$ cat src/rtl/if_prefetch_stage_pkg.sv
// Shared types for the instruction-fetch prefetch stage: FSM states, redirect
// sources and the prefetch-queue entry layout.
package if_prefetch_stage_pkg;

  localparam logic [31:0] NOP = 32'h0000_0013;

  typedef enum logic [1:0] {RUN, DRAIN, SLEEP} if_state_e;

  typedef enum logic [1:0] {REDIR_NONE, REDIR_IRQ, REDIR_MRET, REDIR_BR} redir_src_e;

  typedef struct packed {
    logic [31:0] pc;
    logic [31:0] inst;
  } fq_entry_t;

endpackage

$ cat src/rtl/if_prefetch_stage_if.sv
// Instruction-memory request/response port plus the ID-facing valid/ready port.
// master = fetch stage side, slave = memory/ID environment side.
interface if_prefetch_stage_if #(parameter int XLEN = 32);
  logic            im_req;
  logic [XLEN-1:0] im_addr;
  logic            im_gnt;
  logic            im_rvalid;
  logic [XLEN-1:0] im_rdata;
  logic            id_valid;
  logic [XLEN-1:0] id_pc;
  logic [XLEN-1:0] id_inst;
  logic            id_ready;

  modport master (
    output im_req, im_addr, id_valid, id_pc, id_inst,
    input  im_gnt, im_rvalid, im_rdata, id_ready
  );

  modport slave (
    input  im_req, im_addr, id_valid, id_pc, id_inst,
    output im_gnt, im_rvalid, im_rdata, id_ready
  );
endinterface

$ cat src/rtl/if_prefetch_stage_fifo.sv
// Synchronous FIFO with flush, occupancy count and full/empty flags; any DEPTH >= 1.
// Head is read combinationally; push is accepted when full only if a pop happens too.
module if_prefetch_stage_fifo #(
  parameter int W     = 8,
  parameter int DEPTH = 4,
  localparam int AW   = (DEPTH > 1) ? $clog2(DEPTH) : 1,
  localparam int CW   = $clog2(DEPTH + 1)
) (
  input  logic          clk,
  input  logic          rst,
  input  logic          flush_i,
  input  logic          push_i,
  input  logic [W-1:0]  din_i,
  input  logic          pop_i,
  output logic [W-1:0]  dout_o,
  output logic [CW-1:0] count_o,
  output logic          full_o,
  output logic          empty_o
);

  logic [W-1:0]  mem_q [DEPTH];
  logic [AW-1:0] wr_q, rd_q;
  logic [CW-1:0] cnt_q;
  logic          push_ok, pop_ok;

  function automatic logic [AW-1:0] nxt(input logic [AW-1:0] p);
    return (p == AW'(DEPTH - 1)) ? '0 : p + AW'(1);
  endfunction

  assign empty_o = (cnt_q == '0);
  assign full_o  = (cnt_q == CW'(DEPTH));
  assign count_o = cnt_q;
  assign dout_o  = mem_q[rd_q];
  assign pop_ok  = pop_i && !empty_o;
  assign push_ok = push_i && (!full_o || pop_ok);

  always_ff @(posedge clk or posedge rst) begin
    if (rst) begin
      wr_q  <= '0;
      rd_q  <= '0;
      cnt_q <= '0;
    end else if (flush_i) begin
      wr_q  <= '0;
      rd_q  <= '0;
      cnt_q <= '0;
    end else begin
      if (push_ok) wr_q <= nxt(wr_q);
      if (pop_ok)  rd_q <= nxt(rd_q);
      cnt_q <= cnt_q + CW'(push_ok) - CW'(pop_ok);
    end
  end

  always_ff @(posedge clk) begin
    if (push_ok && !flush_i) mem_q[wr_q] <= din_i;
  end

endmodule

$ cat src/rtl/if_prefetch_stage.sv
// RV32 fetch stage: credit-limited pipelined fetches into a prefetch queue, drop-count redirects, WFI sleep.
// Optional IF_PERF_CNT_EN adds saturating fetch/bubble/drop counters.
module if_prefetch_stage
  import if_prefetch_stage_pkg::*;
#(
  parameter int              XLEN      = 32,
  parameter int              FQ_DEPTH  = 4,
  parameter int              MAX_OUTST = 2,
  parameter logic [XLEN-1:0] RESET_PC  = '0
) (
  input  logic            clk,
  input  logic            rst,
  if_prefetch_stage_if.master bus,
  input  logic            irq_take,
  input  logic [XLEN-1:0] irq_vec,
  input  logic            mret,
  input  logic [XLEN-1:0] mepc,
  input  logic            br_taken,
  input  logic [XLEN-1:0] br_target,
  input  logic            wfi_req,
  output logic            sleeping
`ifdef IF_PERF_CNT_EN
  ,
  output logic [31:0]     perf_fetch_cnt,
  output logic [31:0]     perf_bubble_cnt,
  output logic [31:0]     perf_drop_cnt
`endif
);

  localparam int CW = $clog2(FQ_DEPTH + 1);
  localparam int OW = $clog2(MAX_OUTST + 1);

  typedef struct packed {
    logic [XLEN-1:0] pc;
    logic [XLEN-1:0] inst;
  } entry_t;

  if_state_e       state_q, state_d;
  logic [XLEN-1:0] pc_q, pc_d;
  logic [OW-1:0]   outst_q, outst_d, drop_q, drop_d;
  redir_src_e      redir_src;
  logic [XLEN-1:0] redir_pc, resp_pc;
  logic            redir, fire, q_push, q_pop;
  logic            q_empty, q_full, pf_empty, pf_full;
  logic [CW-1:0]   q_count;
  logic [OW-1:0]   pf_count;
  entry_t          q_din, q_dout;

  always_comb begin
    redir_src = REDIR_NONE;
    redir_pc  = pc_q;
    if (irq_take) begin
      redir_src = REDIR_IRQ;
      redir_pc  = irq_vec;
    end else if (state_q == RUN && mret) begin
      redir_src = REDIR_MRET;
      redir_pc  = mepc;
    end else if (state_q == RUN && br_taken) begin
      redir_src = REDIR_BR;
      redir_pc  = br_target;
    end
  end

  assign redir = (redir_src != REDIR_NONE);

  // Queue slots are reserved for in-flight fetches so a response can always be pushed.
  assign bus.im_req = !rst && (state_q == RUN) && !redir
                      && (int'(q_count) + int'(outst_q) < FQ_DEPTH)
                      && (int'(outst_q) < MAX_OUTST);
  assign bus.im_addr = pc_q;
  assign fire        = bus.im_req && bus.im_gnt;

  assign q_push = bus.im_rvalid && (drop_q == '0) && !redir;
  assign q_pop  = bus.id_valid && bus.id_ready;
  assign q_din  = '{pc: resp_pc, inst: bus.im_rdata};

  assign bus.id_valid = !q_empty;
  assign bus.id_pc    = q_empty ? '0 : q_dout.pc;
  assign bus.id_inst  = q_empty ? '0 : q_dout.inst;
  assign sleeping     = (state_q == SLEEP);

  always_comb begin
    state_d = state_q;
    pc_d    = pc_q;
    drop_d  = drop_q;
    outst_d = outst_q + OW'(fire) - OW'(bus.im_rvalid);
    if (fire) pc_d = pc_q + XLEN'(4);
    if (redir) begin
      pc_d   = redir_pc;
      drop_d = outst_q - OW'(bus.im_rvalid);
    end else if (bus.im_rvalid && drop_q != '0) begin
      drop_d = drop_q - OW'(1);
    end
    case (state_q)
      RUN:     if (wfi_req) state_d = DRAIN;
      DRAIN:   if (outst_q == '0 && q_empty) state_d = SLEEP;
      SLEEP:   state_d = SLEEP;
      default: state_d = RUN;
    endcase
    if (irq_take) state_d = RUN;
  end

  always_ff @(posedge clk or posedge rst) begin
    if (rst) begin
      state_q <= RUN;
      pc_q    <= RESET_PC;
      outst_q <= '0;
      drop_q  <= '0;
    end else begin
      state_q <= state_d;
      pc_q    <= pc_d;
      outst_q <= outst_d;
      drop_q  <= drop_d;
    end
  end

  if_prefetch_stage_fifo #(.W($bits(entry_t)), .DEPTH(FQ_DEPTH)) u_fq (
    .clk(clk), .rst(rst), .flush_i(redir),
    .push_i(q_push), .din_i(q_din), .pop_i(q_pop), .dout_o(q_dout),
    .count_o(q_count), .full_o(q_full), .empty_o(q_empty)
  );

  // PC of every granted fetch, popped by its response even when the data is dropped.
  if_prefetch_stage_fifo #(.W(XLEN), .DEPTH(MAX_OUTST)) u_pcf (
    .clk(clk), .rst(rst), .flush_i(1'b0),
    .push_i(fire), .din_i(pc_q), .pop_i(bus.im_rvalid), .dout_o(resp_pc),
    .count_o(pf_count), .full_o(pf_full), .empty_o(pf_empty)
  );

  always_ff @(posedge clk) begin
    if (!rst) begin
      assert (int'(outst_q) <= MAX_OUTST);
      assert (int'(q_count) <= FQ_DEPTH);
      assert (!(bus.im_rvalid && outst_q == '0));
      assert (!(bus.im_rvalid && pf_empty));
      assert (!(fire && pf_full));
      assert (!(q_push && q_full && !q_pop));
      assert (pf_count == outst_q);
    end
  end

`ifdef IF_PERF_CNT_EN
  logic [31:0] fetch_cnt_q, bubble_cnt_q, drop_cnt_q;

  always_ff @(posedge clk or posedge rst) begin
    if (rst) begin
      fetch_cnt_q  <= '0;
      bubble_cnt_q <= '0;
      drop_cnt_q   <= '0;
    end else begin
      if (fire && fetch_cnt_q != '1) fetch_cnt_q <= fetch_cnt_q + 32'd1;
      if (state_q == RUN && bus.id_ready && !bus.id_valid && bubble_cnt_q != '1)
        bubble_cnt_q <= bubble_cnt_q + 32'd1;
      if (bus.im_rvalid && (drop_q != '0 || redir) && drop_cnt_q != '1)
        drop_cnt_q <= drop_cnt_q + 32'd1;
    end
  end

  assign perf_fetch_cnt  = fetch_cnt_q;
  assign perf_bubble_cnt = bubble_cnt_q;
  assign perf_drop_cnt   = drop_cnt_q;
`endif

endmodule

$ cat src/flat_wrapper.sv
// flat-port wrapper written by rule: the top's interface ports become plain ports
module if_prefetch_stage_flat import if_prefetch_stage_pkg::*;
#(
  parameter int              XLEN      = 32,
  parameter int              FQ_DEPTH  = 4,
  parameter int              MAX_OUTST = 2,
  parameter logic [XLEN-1:0] RESET_PC  = '0
)
  (clk, rst, irq_take, irq_vec, mret, mepc, br_taken, br_target, wfi_req, sleeping, bus_im_req, bus_im_addr, bus_id_valid, bus_id_pc, bus_id_inst, bus_im_gnt, bus_im_rvalid, bus_im_rdata, bus_id_ready);
  if_prefetch_stage_if #(.XLEN(XLEN)) bus_i ();
  input  logic clk;
  input  logic rst;
  input  logic irq_take;
  input  logic [XLEN-1:0] irq_vec;
  input  logic mret;
  input  logic [XLEN-1:0] mepc;
  input  logic br_taken;
  input  logic [XLEN-1:0] br_target;
  input  logic wfi_req;
  output logic sleeping;
  output wire logic [$bits(bus_i.im_req)-1:0] bus_im_req;
  output wire logic [$bits(bus_i.im_addr)-1:0] bus_im_addr;
  output wire logic [$bits(bus_i.id_valid)-1:0] bus_id_valid;
  output wire logic [$bits(bus_i.id_pc)-1:0] bus_id_pc;
  output wire logic [$bits(bus_i.id_inst)-1:0] bus_id_inst;
  input wire logic [$bits(bus_i.im_gnt)-1:0] bus_im_gnt;
  input wire logic [$bits(bus_i.im_rvalid)-1:0] bus_im_rvalid;
  input wire logic [$bits(bus_i.im_rdata)-1:0] bus_im_rdata;
  input wire logic [$bits(bus_i.id_ready)-1:0] bus_id_ready;
  assign bus_im_req = bus_i.im_req;
  assign bus_im_addr = bus_i.im_addr;
  assign bus_id_valid = bus_i.id_valid;
  assign bus_id_pc = bus_i.id_pc;
  assign bus_id_inst = bus_i.id_inst;
  assign bus_i.im_gnt = bus_im_gnt;
  assign bus_i.im_rvalid = bus_im_rvalid;
  assign bus_i.im_rdata = bus_im_rdata;
  assign bus_i.id_ready = bus_id_ready;
  if_prefetch_stage #(.XLEN(XLEN), .FQ_DEPTH(FQ_DEPTH), .MAX_OUTST(MAX_OUTST), .RESET_PC(RESET_PC)) u_core (.clk(clk), .rst(rst), .bus(bus_i), .irq_take(irq_take), .irq_vec(irq_vec), .mret(mret), .mepc(mepc), .br_taken(br_taken), .br_target(br_target), .wfi_req(wfi_req), .sleeping(sleeping));
endmodule
$ cat config.mk
export PLATFORM = sky130hd
export DESIGN_NAME = if_prefetch_stage_flat
export DESIGN_NICKNAME = d
export VERILOG_FILES = /design/src/rtl/if_prefetch_stage_pkg.sv /design/src/rtl/if_prefetch_stage_if.sv /design/src/rtl/if_prefetch_stage_fifo.sv /design/src/rtl/if_prefetch_stage.sv /design/src/flat_wrapper.sv
export SDC_FILE = /design/constraint.sdc
export NUM_CORES = 1
export LEC_CHECK = 0
export ABC_AREA = 1
export BUFFER_PORTS_ARGS = -buffer_cell sky130_fd_sc_hd__buf_2
export CAP_MARGIN = 20
export CORE_MARGIN = 5
export CORE_UTILIZATION = 25
export DETAILED_ROUTE_END_ITERATION = 12
export GPL_ROUTABILITY_DRIVEN = 1
export PLACE_DENSITY = 0.45
export SLEW_MARGIN = 0
export SYNTH_ARGS = -nofsm -noshare
export SYNTH_HDL_FRONTEND = slang
export SYNTH_HIERARCHICAL = 1
export SYNTH_SLANG_ARGS = --single-unit
$ cat constraint.sdc
create_clock -name clk -period 6.2 [get_ports clk]
set_input_delay 0.31 -clock clk [delete_from_list [all_inputs] [get_ports clk]]
set_output_delay 0.31 -clock clk [all_outputs]
set_load 0.03 [all_outputs]
==> results.json <==
{
  "clock-sinks": 369,
  "drt_first_iter_violations": 721,
  "hp-class": "in2reg",
  "dp_hpwl_um": 30530,
  "firstDrtPassIters": 7,
  "wl_per_cell_um": 16.68,
  "end_kind": "flop",
  "drc_errors": 0,
  "rsz0062_at_grt": "no",
  "totalWireLength_um": 46150,
  "viasPerCell": 4.365,
  "numCtsBuffers": 41,
  "maxCapViolCount": 0,
  "cts_root_buf": "clkbuf_16",
  "fin_worst_skew_ns": 0.02044,
  "slew_violations": 0,
  "cts_max_level": 2,
  "via_count": 12080,
  "syn_to_final_growth_pct": 21.52,
  "synthCells": 1620,
  "grt_usage_pct": 12.35,
  "die_w_um": 268.2,
  "setup_violations": 0,
  "start_kind": "flop",
  "max_freq_ghz": 0.2431,
  "cp.required_ns": 6.35,
  "grt_overflow_total": 0,
  "final_min_period_over_clock_period_pct": 66.35,
  "clockBufferDepth": 3,
  "gp_congestion": 0.8281,
  "synth_warnings": 6,
  "status": "finished, final reports clean",
  "dieArea_mm2": 0.07193,
  "antenna_found_initial": 0,
  "arrival_ns": 4.27,
  "io_buffers": 235,
  "core_mm2": 0.06598,
  "fin_tns_setup_ns": 0,
  "critPathMaxFanout": 64,
  "drtAntennaViolNets": 0,
  "antenna_cells_inserted": 0,
  "vdd_drop_max_mv": 0.2421,
  "final_hold_viol_count": 0,
  "pwr_density_cell_mw_per_mm2": 358.4,
  "fp.dieH_um": 268.2,
  "clock_latency_ns": 0.54,
  "cts_tree": "done",
  "layout_min_cycle_time_ns": 4.114,
  "cts_resized": 0,
  "synth_area_mm2": 0.01667,
  "rows": 94,
  "max_slew_margin_pct": 30.67,
  "io_pins": 236,
  "nets": 2024,
  "hold-worst-slack_ns": 0.1079,
  "crit_type": "reg2reg",
  "p_leak_nw": 8.137,
  "grt_pass1_wl_um": 69780,
  "tightest_slew_ns": 1.040,
  "drive_above_1_share_pct": 18.44,
  "clk_pin_slew_ns": 0.06,
  "initial_utilization_pct": 25.26,
  "grt_max_degree": 87,
  "syn_avg_cell_area_um2": 10.29,
  "grt_pass1_vias": 11920
}
-- layout make-up --
| class | count | area (um^2) |
|---|---|---|
| fillers | 6857 | 45730 |
| flip-flops and latches | 369 | 10840 |
| repair buffers | 285 | 1634 |
| clock inverters | 22 | 222.7 |
| well taps | 864 | 1081 |
| clock buffers | 54 | 1116 |
| multi-input cells | 1031 | 4813 |
| inverters | 142 | 545.5 |
-- worst paths after layout --
check	from	end	slack [ns]	depth (start not counted)
min	irq_vec[0]	u_core/bus.im_addr[0]	0.11	3
max in group asynchronous	rst	u_core/bus.im_addr[8]	5.28	4
min in group asynchronous	rst	u_core/u_pcf/rd_q	0.27	3
min reg2reg	u_core/state_q[1]	u_core/state_q[1]	0.53	2
max	u_core/state_q[0]	u_core/u_fq/mem_q[0][52]	2.09	8
max reg2reg	u_core/state_q[0]	u_core/u_fq/mem_q[0][52]	2.09	8
-- flip-flops by register name (all words and copies together) (netlist names) --
name                  cells
u_core/u_pcf/count_o      2
u_core/outst_q            2
u_core/u_fq/count_o       3
u_core/drop_q             2
u_core/u_pcf/rd_q         1
u_core/u_fq/mem_q       256
u_core/u_pcf/wr_q         1
u_core/state_q            2
u_core/u_fq/rd_q          2
u_core/bus.im_addr       32
u_core/u_fq/wr_q          2
u_core/u_pcf/mem_q       64
-- cell usage in the layout, fill, tap and decap left out, drive strengths merged --
| cell | instances |
|---|---|
| nand2 | 336 |
| edfxtp | 320 |
| nor2 | 308 |
| buf | 252 |
| o21ai | 180 |
| inv | 142 |
| o22ai | 64 |
| nand3 | 54 |
| clkbuf | 54 |
| dfrtp | 49 |
| dlygate4sd3 | 33 |
| a21oi | 25 |
| clkinv | 18 |
| ha | 16 |
| o211ai | 13 |
| xor2 | 7 |
| nand3b | 5 |
| nand4 | 5 |
| nor3 | 5 |
| bufinv | 4 |
| or2 | 4 |
| conb | 3 |
| xnor2 | 2 |
| a31oi | 1 |
| mux2i | 1 |
| o21bai | 1 |
| fa | 1 |
-- critical path, stage by stage, from the launching register on --
cell     delay (ns)
dfrtp_1        0.38
inv_1          0.08
ha_1           0.27
nand2_2        0.49
nand3_4        0.57
nor2_1         0.49
nand3_1        0.41
nor2_4         0.18
buf_4          0.79
-- repair_timing --
action,4_1_cts,5_1_grt
hold buffers,33,0
setup endpoints to repair,0,0
buffers inserted,0,0
endpoints found under the hold margin,177,0
-- through the flow --
| stage | utilization, % | power [mW] | cells | setup slack (ns) | area [um^2] |
|---|---|---|---|---|---|
| 2_1_floorplan | - | 4.326 | 1622 | 1.372 | 16670 |
| 3_3_place_gp | 28.17 | 4.888 | 2658 | 2.164 | 18580 |
| 3_5_place_dp | 28.17 | 4.922 | 2658 | 2.035 | 18580 |
| 4_1_cts | 30.70 | 7.372 | 2767 | 2.029 | 20250 |
| 5_1_grt | 30.70 | 7.674 | 2767 | 1.717 | 20250 |
| 6_report | 30.70 | 7.259 | 2767 | 2.086 | 20250 |
-- per-layer routing --
| metal | track usage, % | up-vias | part of all wire (%) |
|---|---|---|---|
| met2 | 20.56 | 313 | 46 |
| met5 | 0 | - | 0 |
| met4 | 2.589 | 0 | 1.7 |
| met3 | 2.783 | 53 | 6.0 |
| met1 | 16.64 | 5713 | 46 |
| li1 | - | 5999 | - |
-- where the power goes --
part / total (mW) / switching [mW] / internal [mW] / leakage [nW]
clock network: 2.40 / 0.961 / 1.44 / 0.654
logic: 1.58 / 1.13 / 0.448 / 4.01
registers: 3.28 / 0.293 / 2.99 / 3.47
total: 7.26 / 2.38 / 4.87 / 8.14
Power figures use the tool's default switching activity.
